--- src/rtl/pwm_pkg.sv ---
// ---------------------------------------------------------------------------
// pwm_pkg
// Shared definitions for the multi-channel PWM generator:
//   - default counter / duty width and prescaler width
//   - period shadow value loaded at reset (2499 -> 20 kHz from 50 MHz)
//   - counting mode enum (edge- or centre-aligned)
//   - counting direction enum used by the centre-aligned counter
// ---------------------------------------------------------------------------
package pwm_pkg;

    localparam int          PWM_CW_DEF         = 16;
    localparam int          PWM_PW_DEF         = 13;
    localparam logic [15:0] PWM_DEFAULT_PERIOD = 16'd2499;

    typedef enum logic {
        PWM_EDGE   = 1'b0,
        PWM_CENTER = 1'b1
    } pwm_mode_e;

    typedef enum logic {
        DIR_UP   = 1'b0,
        DIR_DOWN = 1'b1
    } pwm_dir_e;

endpackage

--- src/rtl/pwm_prescaler.sv ---
// ---------------------------------------------------------------------------
// pwm_prescaler
// Clock-enable generator: emits a one-cycle tick every prescale+1 cycles of
// clkin while enable is high. The counter is held at zero while disabled, so
// the first tick after enable rises comes prescale+1 cycles later.
//
// Ports:
//   clkin     in  : clock, rising edge
//   rst       in  : synchronous active-high reset
//   enable    in  : run the prescaler
//   prescale  in  : [PW-1:0] divide value minus one, sampled live
//   tick      out : combinational clock-enable pulse
// ---------------------------------------------------------------------------
module pwm_prescaler
    import pwm_pkg::*;
#(
    parameter int PW = PWM_PW_DEF
) (
    input  logic          clkin,
    input  logic          rst,
    input  logic          enable,
    input  logic [PW-1:0] prescale,
    output logic          tick
);

    logic [PW-1:0] pre_cnt_q;
    logic [PW-1:0] pre_cnt_d;

    // Only an exact match ends a prescale interval. If prescale is lowered
    // below the current count, the counter keeps going and wraps through
    // 2^PW before matching again.
    always_comb begin
        tick      = 1'b0;
        pre_cnt_d = pre_cnt_q;
        if (!enable) begin
            pre_cnt_d = '0;
        end else if (pre_cnt_q == prescale) begin
            tick      = 1'b1;
            pre_cnt_d = '0;
        end else begin
            pre_cnt_d = pre_cnt_q + PW'(1);
        end
    end

    always_ff @(posedge clkin) begin
        if (rst) begin
            pre_cnt_q <= '0;
        end else begin
            pre_cnt_q <= pre_cnt_d;
        end
    end

endmodule

--- src/rtl/pwm_gen_mc.sv ---
// ---------------------------------------------------------------------------
// pwm_gen_mc
// Multi-channel PWM generator running entirely on clkin with a prescaler
// clock-enable. Period and per-channel duty are double buffered:
// a load strobe writes staging registers, and the staged values move into
// the shadow registers (which drive the counter and comparators) only at a
// period boundary, or immediately while the generator is disabled.
//
// Optional feature macro: PWM_CENTER_ALIGNED_EN
//   When defined, a 'center' input is added and latched with the period.
//   A shadowed centre mode counts 0..period then back down to 0, giving a
//   2*period tick cycle with outputs symmetric about the peak.
//
// Ports:
//   clkin        in  : clock, rising edge
//   rst          in  : synchronous active-high reset
//   enable       in  : run prescaler and counter; low forces outputs low
//   prescale     in  : [PW-1:0] tick every prescale+1 clkin cycles
//   period       in  : [CW-1:0] counter runs 0..period
//   duty         in  : [CH*CW-1:0] packed duties, channel i at [i*CW +: CW]
//   load         in  : strobe capturing period/duty (and center) into staging
//   center       in  : centre-aligned select (only with the macro)
//   pwm_out      out : [CH-1:0] registered PWM outputs
//   cycle_start  out : registered pulse at each counter wrap
//   load_ack     out : registered pulse when the shadow registers update
// ---------------------------------------------------------------------------
module pwm_gen_mc
    import pwm_pkg::*;
#(
    parameter int            CH             = 4,
    parameter int            CW             = PWM_CW_DEF,
    parameter int            PW             = PWM_PW_DEF,
    parameter logic [CW-1:0] DEFAULT_PERIOD = CW'(PWM_DEFAULT_PERIOD)
) (
    input  logic             clkin,
    input  logic             rst,
    input  logic             enable,
    input  logic [PW-1:0]    prescale,
    input  logic [CW-1:0]    period,
    input  logic [CH*CW-1:0] duty,
    input  logic             load,
`ifdef PWM_CENTER_ALIGNED_EN
    input  logic             center,
`endif
    output logic [CH-1:0]    pwm_out,
    output logic             cycle_start,
    output logic             load_ack
);

    // ------------------------------------------------------------------
    // Prescaler
    // ------------------------------------------------------------------
    logic tick;

    pwm_prescaler #(
        .PW (PW)
    ) u_prescaler (
        .clkin    (clkin),
        .rst      (rst),
        .enable   (enable),
        .prescale (prescale),
        .tick     (tick)
    );

    // ------------------------------------------------------------------
    // State
    // ------------------------------------------------------------------
    logic [CW-1:0]          cnt_q,          cnt_d;
    logic [CW-1:0]          period_sh_q,    period_sh_d;
    logic [CW-1:0]          period_st_q,    period_st_d;
    logic [CH-1:0][CW-1:0]  duty_sh_q,      duty_sh_d;
    logic [CH-1:0][CW-1:0]  duty_st_q,      duty_st_d;
    logic                   load_pending_q, load_pending_d;
    logic [CH-1:0]          pwm_q,          pwm_d;
    logic                   cycle_start_q,  cycle_start_d;
    logic                   load_ack_q,     load_ack_d;
`ifdef PWM_CENTER_ALIGNED_EN
    pwm_mode_e              mode_sh_q,      mode_sh_d;
    pwm_mode_e              mode_st_q,      mode_st_d;
    pwm_dir_e               dir_q,          dir_d;
`endif

    logic boundary;
    logic apply_load;

    // ------------------------------------------------------------------
    // Counter and boundary detection
    // ------------------------------------------------------------------
    always_comb begin
        cnt_d    = cnt_q;
        boundary = 1'b0;
`ifdef PWM_CENTER_ALIGNED_EN
        dir_d    = dir_q;
`endif
        if (!enable) begin
            cnt_d = '0;
`ifdef PWM_CENTER_ALIGNED_EN
            dir_d = DIR_UP;
`endif
        end else if (tick) begin
`ifdef PWM_CENTER_ALIGNED_EN
            if (mode_sh_q == PWM_CENTER) begin
                if (dir_q == DIR_DOWN) begin
                    // Reaching zero on the way down closes the cycle; the
                    // zero tick itself belongs to the new cycle, so the
                    // next value is 1 (keeps the cycle at 2*period ticks).
                    if (cnt_q == '0) begin
                        boundary = 1'b1;
                        dir_d    = DIR_UP;
                        cnt_d    = (period_sh_q == '0) ? '0 : CW'(1);
                    end else begin
                        cnt_d = cnt_q - CW'(1);
                    end
                end else begin
                    if (cnt_q == period_sh_q) begin
                        if (period_sh_q == '0) begin
                            // Degenerate period: every tick wraps.
                            boundary = 1'b1;
                            cnt_d    = '0;
                        end else begin
                            dir_d = DIR_DOWN;
                            cnt_d = cnt_q - CW'(1);
                        end
                    end else begin
                        cnt_d = cnt_q + CW'(1);
                    end
                end
            end else
`endif
            begin
                if (cnt_q == period_sh_q) begin
                    boundary = 1'b1;
                    cnt_d    = '0;
                end else begin
                    cnt_d = cnt_q + CW'(1);
                end
            end
        end
    end

    // ------------------------------------------------------------------
    // Staging / shadow double buffer
    // ------------------------------------------------------------------
    // A disabled generator has no boundaries, so a pending load is applied
    // straight away in that case.
    assign apply_load = load_pending_q && (boundary || !enable);

    always_comb begin
        period_st_d    = period_st_q;
        duty_st_d      = duty_st_q;
        period_sh_d    = period_sh_q;
        duty_sh_d      = duty_sh_q;
        load_pending_d = load_pending_q;
`ifdef PWM_CENTER_ALIGNED_EN
        mode_st_d      = mode_st_q;
        mode_sh_d      = mode_sh_q;
`endif

        // Shadows take the staging contents as they were before this
        // cycle; a load arriving on the boundary cycle is therefore held
        // for the following boundary.
        if (apply_load) begin
            period_sh_d    = period_st_q;
            duty_sh_d      = duty_st_q;
            load_pending_d = 1'b0;
`ifdef PWM_CENTER_ALIGNED_EN
            mode_sh_d      = mode_st_q;
`endif
        end

        if (load) begin
            period_st_d    = period;
            duty_st_d      = duty;
            load_pending_d = 1'b1;
`ifdef PWM_CENTER_ALIGNED_EN
            mode_st_d      = center ? PWM_CENTER : PWM_EDGE;
`endif
        end
    end

    // ------------------------------------------------------------------
    // Per-channel comparators
    // ------------------------------------------------------------------
    // duty = 0 never matches; duty > period always matches since cnt never
    // exceeds the period.
    for (genvar gi = 0; gi < CH; gi++) begin : g_ch
        assign pwm_d[gi] = enable && (cnt_q < duty_sh_q[gi]);
    end

    assign cycle_start_d = boundary;
    assign load_ack_d    = apply_load;

    // ------------------------------------------------------------------
    // Registers
    // ------------------------------------------------------------------
    always_ff @(posedge clkin) begin
        if (rst) begin
            cnt_q          <= '0;
            period_sh_q    <= DEFAULT_PERIOD;
            period_st_q    <= '0;
            duty_sh_q      <= '0;
            duty_st_q      <= '0;
            load_pending_q <= 1'b0;
            pwm_q          <= '0;
            cycle_start_q  <= 1'b0;
            load_ack_q     <= 1'b0;
`ifdef PWM_CENTER_ALIGNED_EN
            mode_sh_q      <= PWM_EDGE;
            mode_st_q      <= PWM_EDGE;
            dir_q          <= DIR_UP;
`endif
        end else begin
            cnt_q          <= cnt_d;
            period_sh_q    <= period_sh_d;
            period_st_q    <= period_st_d;
            duty_sh_q      <= duty_sh_d;
            duty_st_q      <= duty_st_d;
            load_pending_q <= load_pending_d;
            pwm_q          <= pwm_d;
            cycle_start_q  <= cycle_start_d;
            load_ack_q     <= load_ack_d;
`ifdef PWM_CENTER_ALIGNED_EN
            mode_sh_q      <= mode_sh_d;
            mode_st_q      <= mode_st_d;
            dir_q          <= dir_d;
`endif
        end
    end

    assign pwm_out     = pwm_q;
    assign cycle_start = cycle_start_q;
    assign load_ack    = load_ack_q;

endmodule
--- config.mk ---
export PLATFORM = sky130hd
export DESIGN_NAME = pwm_gen_mc
export DESIGN_NICKNAME = d
export VERILOG_FILES = /design/src/rtl/pwm_pkg.sv /design/src/rtl/pwm_prescaler.sv /design/src/rtl/pwm_gen_mc.sv
export SDC_FILE = /design/constraint.sdc
export NUM_CORES = 1
export LEC_CHECK = 0
export ABC_AREA = 0
export CAP_MARGIN = 20
export CORE_ASPECT_RATIO = 0.75
export CORE_MARGIN = 2
export CORE_UTILIZATION = 59
export DETAILED_ROUTE_END_ITERATION = 16
export GPL_ROUTABILITY_DRIVEN = 1
export PLACE_DENSITY = 0.94
export SLEW_MARGIN = 10
export SYNTH_ARGS = -nofsm -noshare
export SYNTH_HDL_FRONTEND = slang
export SYNTH_SLANG_ARGS = --single-unit
--- constraint.sdc ---
create_clock -name clkin -period 3.8 [get_ports clkin]
set_input_delay 0.76 -clock clkin [delete_from_list [all_inputs] [get_ports clkin]]
set_output_delay 0.76 -clock clkin [all_outputs]
set_load 0.05 [all_outputs]
==> results.md, run 1 <==
| Step | Metric | Value |
|:---|:---|:---|
| status | Status | finished clean |
| global routing | Overall fraction of global-route tracks in use | 26.4% |
| route | First-pass detailed-route iteration total | 7 |
| finish | Filler cell count | 990 |
| finish | Number of diodes added for antenna fixing | 0 |
| timing | Unrepaired setup endpoints after global routing | false |
| route | Final ANT Viol Nets | 0 |
| floorplanning | Starting utilization of the core area | 60.9% |
| global routing | Grt ovf | 0 |
| global routing | Antenna violations before repair | 0 |
| floorplanning | Rows | 38 |
| route | Average wire length per cell after detail routing | 16.9 µm |
| floorplanning | Core area | 0.0145 mm² |
| setup path | Startpoint kind of the worst setup timing path | input pin |
| setup path | Cells on worst reg2reg path | 7 |
| cts | Clock latency reported for the late side of the worst-skew pair | 0.44 ns |
| place | Area after detailed placement | 0.0100 mm² |
| synthesis | Proportion of synthesized chip area in sequential cells | 44.3% |
| synthesis | Asr flop ratio synth | 0% |
| pwr | Power Density | 410 mW/mm² |
| global routing | Maximum number of pins on one net before global-route repair | 91 |
| finish | Commonest non-fill, non-tap cells in the layout | nor2_1, dfxtp_1, mux2i_1, clkdlybuf4s50_1, ha_1 |
| place | Count of port buffers added during placement | 102 |
| synthesis | Primary FF master, synth | dfxtp_1 |
| pwr | Share of total power consumed by net switching | 23.6% |
| finish | Net count of the finished layout | 1,168 |
| synthesis | Cells after synthesis | 923 |
| global routing | Number of global-route vias before repair | 6,852 |
| setup path | Required time reported for the critical path endpoint | 4.10 ns |
| setup path | Launch instance of the worst register-to-register path | cnt_q[9] |
| pwr | Clock share of power | 41.2% |
| synthesis | Synth Area per Inst | 9.59 µm² |
| worst hold path | Worst hold endpoint | duty_st_q[11] |
| timing | Clock Skews | 0.00864 ns |
| cts | CTS sink count | 196 |
| synthesis | Area of the mapped netlist | 0.00885 mm² |
| route | Vias | 6,871 |
| cts | CTS Buf Count | 17 |
| floorplanning | Die height | 110 µm |
| cts | Buffers inserted during post-CTS setup optimization | 0 |
| cts | Count of hold buffers inserted by post-cts repair | 0 |
| route | Starting DRT DRC Count | 533 |
| timing | Count of final hold-check violations | 0 |
| synthesis | Number of enable-type register cells in the synthesized netlist | 0 |
| route | DRC violation count after routing | 0 |
| cts | Max H-tree Level | 4 |
| route | Vias per cell | 5.63 |
| finish | Area delta synth->final | 19.9% |
| cts | Max clock buf depth | 2 |
| synthesis | Unique cell type count in the Yosys netlist | 38 |
| timing | Maximum clock frequency | 0.380 GHz |
| cts | CTS clock-pin slew for the worst setup and hold paths | 0.07 ns |
| setup path | Flop2flop setup slack | 1.21 ns |
| finish | Area of all placed cells without fillers | 0.0106 mm² |
| timing | Post-layout minimum cycle time | 2.63 ns |
| route | Total detailed-routing wirelength | 20.7 mm |
| timing | Number of max-slew violations in the final report | 0 |
| finish | Most common library cell in the layout ignoring fill and taps | nor2_1 |
| setup path | Worst-path fanout max | 55 |
| synthesis | Number of nets in the synthesized netlist | 1,082 |
| timing | Number of setup violations in the final report | 0 |
| cts | TritonCTS clock tree | yes |
| run | Max-capacitance violation count | 0 |
| worst hold path | Hold wc startpoint | duty_st_q[11] |
| setup path | Capture instance of the worst register-to-register path | pwm_out[2] |
| timing | Final-layout setup total negative slack | 0 ns |
| worst hold path | Min-delay worst type | reg -> reg |
| synthesis | YS warnings | 0 |
| worst hold path | Hold Path Depth | 2 |
| place | Gp weighted congestion | 0.829 |
| timing | Slew @ Worst Pin | 0.910 ns |
| finish | Share of final-layout standard cells stronger than drive strength 1 | 4.90% |
| cts | Post-CTS Resized | 0 |
| global routing | Global-route wire length before repair | 33.4 mm |
| synthesis | Synthesized flop and latch total | 196 |
| pwr | Combinational group share of total power | 8.8% |
| pwr | Cell leakage power | 4.76 nW |
| setup path | Arrival time reported for the critical path endpoint | 2.93 ns |
| pwr | Net switching power | 0.00103 W |
| setup path | Critical path class | in -> reg |
| timing | Ratio of final minimum period to clock period | 69.2% |
| setup path | Kind of capture point of the worst setup path | flop |
| timing | Headroom to the max-slew limit | 39.3% |
| cts | Root buffer cell | clkbuf_16 |
| floorplanning | Die ar. | 0.0160 mm² |
| floorplanning | Die W | 145 µm |
| floorplanning | IO Count | 103 |
| pwr | Internal power consumption | 0.00333 W |
| place | Half-perimeter wire length of the detailed placement result | 13.7 mm |
| pwr | Sequential group share of total power | 50.0% |
| pwr | VDD IR max | 300 µV |
[kinds of logic after synthesis]
logic type               Yosys count  synth area share [%]
adder cells (fa/ha/maj)           62                  8.76
XOR/XNOR                          52                  5.14
multiplexers                     155                  17.5
buffers and inverters            104                  4.71
AND/OR/NAND/NOR                  289                  14.7
flip-flops                       196                  44.3
AO/OA/AOI/OAI                     65                  4.89
[worst max-delay path: stages]
cell and delay, ns:
clkdlybuf4s50_1 0.48, xnor2_1 0.15, nand4_2 0.21, nor4_1 0.52, a21oi_4 0.13, buf_12 0.22, nor3_1 0.30, a21oi_1 0.09
[layer usage]
layer / global-route usage (%) / share of wire [%] / vias up
met5: 0 / 0 / -
met4: 13.7 / 3.4 / 0
met3: 5.51 / 6.8 / 69
met2: 44.7 / 47 / 284
met1: 32.5 / 43 / 3222
li1: - / - / 3296
[cells in the mapped netlist (4+ instances only)]
cell	number	area [µm²]
o21ai_0	10	50.1
nand2b_1	6	37.5
nor3_1	15	75.1
buf_1	5	18.8
a211oi_1	5	37.5
a2111oi_0	4	35.0
a21o_1	20	150
clkbuf_1	26	97.6
xor2_1	12	105
nor2_1	201	754
dfxtp_1	196	3920
mux2i_1	155	1550
a211o_1	4	35.0
and3_1	4	25.0
xnor2_1	40	350
inv_1	61	229
buf_2	9	45.0
o211ai_1	4	30.0
nand3_1	14	70.1
nand4_1	22	138
ha_1	62	776
nand2_1	11	41.3
a21oi_1	16	80.1
[state kept, by name, summed over array words and instances (netlist names)]
register               flops
u_prescaler.pre_cnt_q     13
pwm_out                    4
cnt_q                     16
load_ack                   1
cycle_start                1
duty_sh_q                 64
load_pending_q             1
period_sh_q               16
period_st_q               16
duty_st_q                 64
[power by group through the flow]
stage	sequential (W)	combinational, W	clock [W]
after CTS	0.00217	0.000383	0.00181
final	0.00218	0.000382	0.00179
after global routing	0.00218	0.000415	0.00191
after global placement	0.00222	0.000365	0
after detailed placement	0.00222	0.000378	0
after floorplan	0.00221	0.000218	0
[metrics by stage]
stage                     worst slack (ns)  utilization, %  cells  hold slack [ns]  power, W
after floorplan                       1.53               -    923            0.452   0.00243
after global placement               0.849            68.9   1190            0.471   0.00258
after detailed placement             0.763            68.9   1190            0.483   0.00260
after CTS                             1.20            73.0   1221            0.502   0.00437
after global routing                  1.04            73.0   1221            0.518   0.00450
final                                 1.17            73.0   1221            0.498   0.00435
[how the worst max path moves through the flow]
stage               depth (start not counted)  slack (ns)         start              to
CTS                                         7        1.20      cnt_q[9]      pwm_out[2]
global route                                8        1.04  prescale[12]   duty_sh_q[55]
finish                                      8        1.17   prescale[4]  period_sh_q[1]
detailed placement                          8        0.76   prescale[4]   duty_sh_q[54]
floorplan                                   8        1.53   prescale[4]   duty_sh_q[16]
global placement                            8        0.85   prescale[2]  period_sh_q[5]
[area by class of cell]
class                   count  area [µm²]  area share (%)
well taps                 200         250            2.36
clock inverters            13         149            1.40
repair buffers            110        1100            10.4
clock buffers              18         439            4.14
inverters                  61         229            2.16
flip-flops and latches    196        3920            37.0
multi-input cells         623        4520            42.6
Power figures use the tool's default switching activity.
==> run 2, diff against run 1 <==
--- a/config.mk
+++ b/config.mk
@@ -9,10 +9,10 @@
 export CAP_MARGIN = 20
 export CORE_ASPECT_RATIO = 0.75
 export CORE_MARGIN = 2
-export CORE_UTILIZATION = 59
+export CORE_UTILIZATION = 56
 export DETAILED_ROUTE_END_ITERATION = 16
 export GPL_ROUTABILITY_DRIVEN = 1
-export PLACE_DENSITY = 0.94
+export PLACE_DENSITY = 0.91
 export SLEW_MARGIN = 10
 export SYNTH_ARGS = -nofsm -noshare
 export SYNTH_HDL_FRONTEND = slang
==> constraint.sdc (replaced) <==
create_clock -name clkin -period 2.6 [get_ports clkin]
set_input_delay 0.52 -clock clkin [delete_from_list [all_inputs] [get_ports clkin]]
set_output_delay 0.52 -clock clkin [all_outputs]
set_load 0.05 [all_outputs]
==> results.md, run 2 (same netlist as run 1, synthesis figures left out) <==
| Step | Metric | Value | Delta |
|:---|:---|:---|:---|
| global routing | Gr busiest metal | met2 |  |
| setup path | Flop2flop setup slack | 0.09 ns | -1.12 ns |
| setup path | Kind of capture point of the worst setup path | flop |  |
| global routing | Global-route wire length before repair | 33.8 mm | +1.3% |
| timing | Clock Skews | 0.00724 ns | -0.00139 ns |
| finish | Number of standard cells in the layout, taps in and fillers out | 1,247 | +2.1% |
| route | Total detailed-routing wirelength | 20.6 mm | -0.52% |
| timing | Unrepaired setup endpoints after global routing | false |  |
| timing | Worst hold slack across all endpoints | 0.499 ns | +0.00103 ns |
| cts | CTS clock-pin slew for the worst setup and hold paths | 0.07 ns | about the same |
| floorplanning | Die ar. | 0.0168 mm² | +5.2% |
| cts | Root buffer cell | clkbuf_16 |  |
| pwr | Power Density | 591 mW/mm² | +44% |
| setup path | Launch instance of the worst register-to-register path | cnt_q[9] |  |
| place | Number of placed instances with taps included | 1,215 | +2.1% |
| setup path | Category of cells accounting for the largest share of critical-path delay | compound AO/OA/AOI/OAI gates |  |
| floorplanning | IO Count | 103 | unchanged |
| finish | Number of diodes added for antenna fixing | 0 | unchanged |
| cts | CTS Buf Count | 17 | unchanged |
| setup path | Critical path buffer and inverter count | 1 | -1 |
| finish | Largest registers in the final layout | duty_sh_q (64), duty_st_q (64) |  |
| route | Average wire length per cell after detail routing | 16.5 µm | -2.6% |
| status | Status | finished clean |  |
| pwr | VDD IR max | 443 µV | +48% |
| global routing | Number of global-route vias before repair | 6,956 | +1.5% |
| timing | Maximum clock frequency | 0.398 GHz |  |
| global routing | Grt ovf | 0 | unchanged |
| finish | Most common library cell in the layout ignoring fill and taps | nor2_1 |  |
| floorplanning | Starting utilization of the core area | 57.6% | -3.3 points |
| worst hold path | Hold wc startpoint | duty_sh_q[11] |  |
| worst hold path | Min-delay worst type | reg -> reg |  |
| floorplanning | Die height | 113 µm | +2.5% |
| global routing | GR Util met3 | 5.56% | +0.050 points |
| place | Gp weighted congestion | 0.881 | +6.3% |
| setup path | Termination of the worst setup path | pwm_out[1] |  |
| global routing | Antenna violations before repair | 0 | unchanged |
| global routing | Met1 track utilization from global routing | 32.8% | +0.36 points |
| finish | Commonest non-fill, non-tap cells in the layout | nor2_1, dfxtp_1, mux2i_1, clkdlybuf4s50_1, ha_1 |  |
| cts | Count of hold buffers inserted by post-cts repair | 0 | unchanged |
| global routing | Maximum number of pins on one net before global-route repair | 170 | +87% |
| setup path | Cell with the most instances on the worst path | a21o_1 |  |
| finish | Share of final-layout standard cells stronger than drive strength 1 | 6.81% | +1.9 points |
| cts | Max H-tree Level | 4 | unchanged |
| global routing | Overall fraction of global-route tracks in use | 25.5% | -0.94 points |
| setup path | Required time reported for the critical path endpoint | 2.98 ns | -1.12 ns |
| floorplanning | Rows | 39 | +2.6% |
| setup path | Arrival time reported for the critical path endpoint | 2.90 ns | -0.03 ns |
| setup path | Capture instance of the worst register-to-register path | pwm_out[1] |  |
| route | Vias | 6,778 | -1.4% |
| timing | Ratio of final minimum period to clock period | 96.7% |  |
| setup path | Worst-path fanout max | 7 | -87% |
| timing | Count of final hold-check violations | 0 | unchanged |
| setup path | Largest stage delay on the critical path | 0.65 ns | +0.13 ns |
| setup path | Startpoint kind of the worst setup timing path | flop |  |
| global routing | Met2 Track Usage GR | 41.9% | -2.8 points |
| place | Half-perimeter wire length of the detailed placement result | 14.2 mm | +3.9% |
| route | Starting DRT DRC Count | 412 | -23% |
| cts | Max clock buf depth | 2 | unchanged |
| setup path | Cells on worst reg2reg path | 8 | +1 |
| floorplanning | Die W | 149 µm | +2.6% |
| cts | Clock latency reported for the late side of the worst-skew pair | 0.44 ns | about the same |
| timing | Slew @ Worst Pin | 0.683 ns | -0.227 ns |
| timing | Number of setup violations in the final report | 0 | unchanged |
| timing | Headroom to the max-slew limit | 54.5% | +15 points |
| cts | TritonCTS clock tree | yes |  |
| floorplanning | Core area | 0.0154 mm² | +5.6% |
| setup path | Cell at the slowest stage of the critical path | dfxtp_1 |  |
| route | First-pass detailed-route iteration total | 5 | -2 |
| cts | CTS sink count | 196 | unchanged |
| finish | Net count of the finished layout | 1,188 | +1.7% |
| setup path | CP Launch Point | cnt_q[9] |  |
| place | Count of port buffers added during placement | 102 | unchanged |
| pwr | Cell leakage power | 4.90 nW | +3.0% |
| route | Vias per cell | 5.44 | -3.4% |
| route | DRC violation count after routing | 0 | unchanged |
| route | Final ANT Viol Nets | 0 | unchanged |
| setup path | Critical path depth in cells | 8 | unchanged |
| run | Max-capacitance violation count | 0 | unchanged |
| setup path | Critical path class | reg -> reg |  |
| timing | Number of max-slew violations in the final report | 0 | unchanged |
| setup path | Worst path cell trace | ha_1 > a21o_1 > a21o_1 > a211o_1 > o211ai_1 > a21oi_1 > a2111oi_1 > buf_4 |  |
| finish | Area delta synth->final | 22.5% |  |
| timing | Post-layout minimum cycle time | 2.51 ns |  |
-- run 2: cell type report --
type,instances,area [µm²]
Fill cell,1084,4530
Multi-Input combinational cell,623,4520
Sequential cell,196,3920
Timing Repair Buffer,130,1310
Clock buffer,23,508
Tap cell,205,256
Inverter,61,229
Clock inverter,9,88.8
-- run 2: worst min-delay path by stage --
stage,endpoint,slack [ns],cells after the start
2_1_floorplan,u_prescaler.pre_cnt_q[0],0.45,1
3_3_place_gp,duty_sh_q[24],0.47,2
3_5_place_dp,duty_st_q[17],0.48,2
4_1_cts,duty_st_q[17],0.50,2
5_1_grt,duty_st_q[11],0.52,2
6_report,duty_sh_q[11],0.50,2
-- run 2: report_power, final --
part / total (W) / internal, W / switching [W] / leakage (nW)
clock: 0.00265 / 0.00149 / 0.00116 / 0.301
combinational: 0.000576 / 0.000312 / 0.000264 / 3.00
sequential: 0.00318 / 0.00311 / 0.0000715 / 1.60
-- run 2: timing repair --
item                       CTS  global route
gates resized for setup      0             1
setup buffers                0             0
setup endpoints to repair    0             1
-- run 2: per-layer routing --
layer,routed length [µm],up-vias
li1,-,3341
met1,9080,3174
met2,9750,223
met3,1310,40
met4,426,0
met5,0,-
-- run 2: through the flow --
| step | cell area, µm² | setup WS [ns] | total power, W | utilization, % | setup TNS, ns |
|---|---|---|---|---|---|
| 5_1_grt | 10800 | 0.00239 | 0.00660 | 70.5 | 0 |
| 4_1_cts | 10800 | 0.0499 | 0.00641 | 70.5 | 0 |
| 2_1_floorplan | 8850 | 0.568 | 0.00355 | - | 0 |
| 6_report | 10800 | 0.0855 | 0.00640 | 70.5 | 0 |
| 3_3_place_gp | 10200 | -0.0678 | 0.00379 | 66.7 | -3.56 |
| 3_5_place_dp | 10200 | -0.260 | 0.00382 | 66.7 | -15.92 |
-- run 2: worst reg2reg max path, stage by stage, from the launching register on --
cell and delay, ns:
dfxtp_1 0.65, ha_1 0.34, a21o_1 0.16, a21o_1 0.17, a211o_1 0.28, o211ai_1 0.09, a21oi_1 0.09, a2111oi_1 0.48
buf_4 0.21
==> run 3, diff against run 2 <==
--- a/config.mk
+++ b/config.mk
@@ -8,11 +8,11 @@
 export ABC_AREA = 0
 export CAP_MARGIN = 20
 export CORE_ASPECT_RATIO = 0.75
-export CORE_MARGIN = 2
-export CORE_UTILIZATION = 56
+export CORE_MARGIN = 5
+export CORE_UTILIZATION = 51
 export DETAILED_ROUTE_END_ITERATION = 16
 export GPL_ROUTABILITY_DRIVEN = 1
-export PLACE_DENSITY = 0.91
+export PLACE_DENSITY = 0.88
 export SLEW_MARGIN = 10
 export SYNTH_ARGS = -nofsm -noshare
 export SYNTH_HDL_FRONTEND = slang
==> constraint.sdc (replaced) <==
create_clock -name clkin -period 2.2 [get_ports clkin]
set_input_delay 0.44 -clock clkin [delete_from_list [all_inputs] [get_ports clkin]]
set_output_delay 0.44 -clock clkin [all_outputs]
set_load 0.05 [all_outputs]
==> results.md, run 3 (same netlist as run 1, synthesis figures left out) <==
| Step | Metric | Value | Delta |
|:---|:---|:---|:---|
| status | Status | finished clean |  |
| finish | Number of diodes added for antenna fixing | 0 | unchanged |
| cts | Max H-tree Level | 4 | unchanged |
| route | Final ANT Viol Nets | 0 | unchanged |
| floorplanning | Die ar. | 0.0201 mm² | +19% |
| global routing | Maximum number of pins on one net before global-route repair | 85 | -50% |
| global routing | Number of global-route vias before repair | 6,822 | -1.9% |
| floorplanning | Die W | 162 µm | +8.7% |
| pwr | Combinational group share of total power | 9.4% | +0.4 points |
| finish | Largest registers in the final layout | duty_sh_q (64), duty_st_q (64) |  |
| place | Count of port buffers added during placement | 102 | unchanged |
| route | Vias | 6,846 | +1.0% |
| setup path | Cell at the slowest stage of the critical path | a2111oi_2 |  |
| floorplanning | IO Count | 103 | unchanged |
| pwr | Internal power consumption | 0.00589 W | +20% |
| floorplanning | Starting utilization of the core area | 52.3% | -5.3 points |
| setup path | Startpoint kind of the worst setup timing path | flop |  |
| cts | Clock latency reported for the late side of the worst-skew pair | 0.43 ns | about the same |
| pwr | Sequential group share of total power | 49.2% | -0.5 points |
| global routing | Global-route wire length before repair | 34.0 mm | +0.73% |
| cts | Root buffer cell | clkbuf_16 |  |
| timing | Post-layout minimum cycle time | 2.19 ns | -0.324 ns |
| finish | Most common library cell in the layout ignoring fill and taps | nor2_1 |  |
| route | DRC violation count after routing | 0 | unchanged |
| timing | Number of setup violations in the final report | 0 | unchanged |
| route | Starting DRT DRC Count | 422 | +2.4% |
| timing | Clock Skews | 0.00750 ns | +0.000259 ns |
| route | Total detailed-routing wirelength | 21.3 mm | +3.4% |
| pwr | Net switching power | 0.00175 W | +17% |
| global routing | Grt ovf | 0 | unchanged |
| cts | CTS clock-pin slew for the worst setup and hold paths | 0.07 ns | about the same |
| floorplanning | Rows | 41 | +5.1% |
| setup path | Largest stage delay on the critical path | 0.46 ns | -0.19 ns |
| worst hold path | Min-delay worst type | in -> reg |  |
| pwr | Share of total power consumed by net switching | 22.9% | -0.45 points |
| finish | Net count of the finished layout | 1,207 | +1.6% |
| global routing | Antenna violations before repair | 0 | unchanged |
| setup path | Cell with the most instances on the worst path | a21o_1 |  |
| route | First-pass detailed-route iteration total | 5 | unchanged |
| setup path | Arrival time reported for the critical path endpoint | 2.57 ns | -0.33 ns |
| floorplanning | Core area | 0.0169 mm² | +10% |
| setup path | Critical path class | reg -> reg |  |
| pwr | Clock share of power | 41.4% | about the same |
| setup path | Kind of capture point of the worst setup path | flop |  |
| cts | Count of hold buffers inserted by post-cts repair | 0 | unchanged |
| setup path | Category of cells accounting for the largest share of critical-path delay | compound AO/OA/AOI/OAI gates |  |
| route | Average wire length per cell after detail routing | 16.7 µm | +1.1% |
| finish | Area delta synth->final | 25.9% |  |
| pwr | Power Density | 685 mW/mm² | +16% |
| pwr | Cell leakage power | 5.03 nW | +2.6% |
| timing | Maximum clock frequency | 0.457 GHz | +15% |
| cts | CTS Buf Count | 17 | unchanged |
| timing | Number of max-slew violations in the final report | 0 | unchanged |
| route | Vias per cell | 5.37 | -1.2% |
| place | Gp weighted congestion | 0.848 | -3.8% |
| cts | TritonCTS clock tree | yes |  |
| run | Max-capacitance violation count | 0 | unchanged |
| cts | Max clock buf depth | 2 | unchanged |
| finish | Commonest non-fill, non-tap cells in the layout | nor2_1, dfxtp_1, mux2i_1, clkdlybuf4s50_1 |  |
| pwr | VDD IR max | 471 µV | +6.3% |
| place | Number of placed instances with taps included | 1,242 | +2.2% |
| cts | CTS sink count | 196 | unchanged |
| timing | Count of final hold-check violations | 0 | unchanged |
| setup path | Critical path buffer and inverter count | 2 | +1 |
| global routing | Overall fraction of global-route tracks in use | 21.4% | -4.1 points |
| finish | Share of final-layout standard cells stronger than drive strength 1 | 9.25% | +2.4 points |
| timing | Slew @ Worst Pin | 0.497 ns | -0.186 ns |
| setup path | Worst-path fanout max | 3 | -4 |
| floorplanning | Die height | 124 µm | +9.9% |
| place | Half-perimeter wire length of the detailed placement result | 14.6 mm | +3.2% |
| timing | Headroom to the max-slew limit | 66.8% | +12 points |
| timing | Ratio of final minimum period to clock period | 99.6% | +2.8 points |
| finish | Number of standard cells in the layout, taps in and fillers out | 1,275 | +2.2% |
| setup path | Required time reported for the critical path endpoint | 2.58 ns | -0.40 ns |
| setup path | Worst path cell trace | buf_12 > ha_4 > a21o_1 > a21o_1 > a211o_1 > o211ai_1 > a21oi_1 > a2111oi_2 > buf_4 |  |
| timing | Final-layout setup total negative slack | 0 ns | unchanged |
==> run 3: routing by layer <==
metal / share of wire (%) / track usage [%] / up-vias
met5: 0 / 0 / -
met4: 2.1 / 7.24 / 0
met3: 6.5 / 5.39 / 43
met2: 46 / 34.6 / 229
met1: 45 / 28.3 / 3203
li1: - / - / 3371
==> run 3: cell type report <==
type,instances,area (µm²)
multi-input combinational,623,4580
sequential,196,3930
inverter,61,229
timing repair buffer,149,1540
clock inverter,11,151
clock buffer,20,447
tap,215,269
fill,1233,5780
==> run 3: worst paths after layout <==
| check | start | end | slack (ns) | cells after the start |
|---|---|---|---|---|
| max | cnt_q[9] | pwm_out[0] | 0.01 | 9 |
| min reg2reg | duty_st_q[34] | duty_st_q[34] | 0.50 | 2 |
| min | load | duty_st_q[50] | 0.32 | 3 |
| max reg2reg | cnt_q[9] | pwm_out[0] | 0.01 | 9 |
==> run 3: repair_timing <==
action                     in CTS  in global routing
setup buffers                   0                  2
pin swaps                       0                  5
hold endpoints to repair        0                  0
gates resized for setup         5                 13
setup endpoints to repair       3                 77
==> run 3: worst reg2reg max path: cells and delay by family, from the launching register on <==
| kind | cells | cell delay (ns) |
|---|---|---|
| compound gates | 6 | 1.23 |
| fa+ha+maj | 1 | 0.23 |
| flops | 1 | 0.37 |
| buf+inv | 2 | 0.31 |
==> run 3: metrics by stage <==
stage | util, % | area (µm²) | total power [W] | hold WS [ns] | worst slack, ns
6_report | 65.9 | 11200 | 0.00764 | 0.323 | 0.00980
5_1_grt | 65.9 | 11200 | 0.00791 | 0.335 | -0.0619
4_1_cts | 65.4 | 11100 | 0.00768 | 0.313 | 0.0139
3_5_place_dp | 61.8 | 10500 | 0.00453 | 0.481 | -0.406
3_3_place_gp | 61.8 | 10500 | 0.00451 | 0.474 | -0.260
2_1_floorplan | - | 8850 | 0.00420 | 0.452 | 0.211
==> run 3: power by group through the flow <==
stage	Combinational, W	Clock, W	Sequential (W)
2_1_floorplan	0.000377	0	0.00382
3_3_place_gp	0.000678	0	0.00383
3_5_place_dp	0.000697	0	0.00383
4_1_cts	0.000711	0.00322	0.00376
5_1_grt	0.000781	0.00336	0.00377
6_report	0.000717	0.00317	0.00376
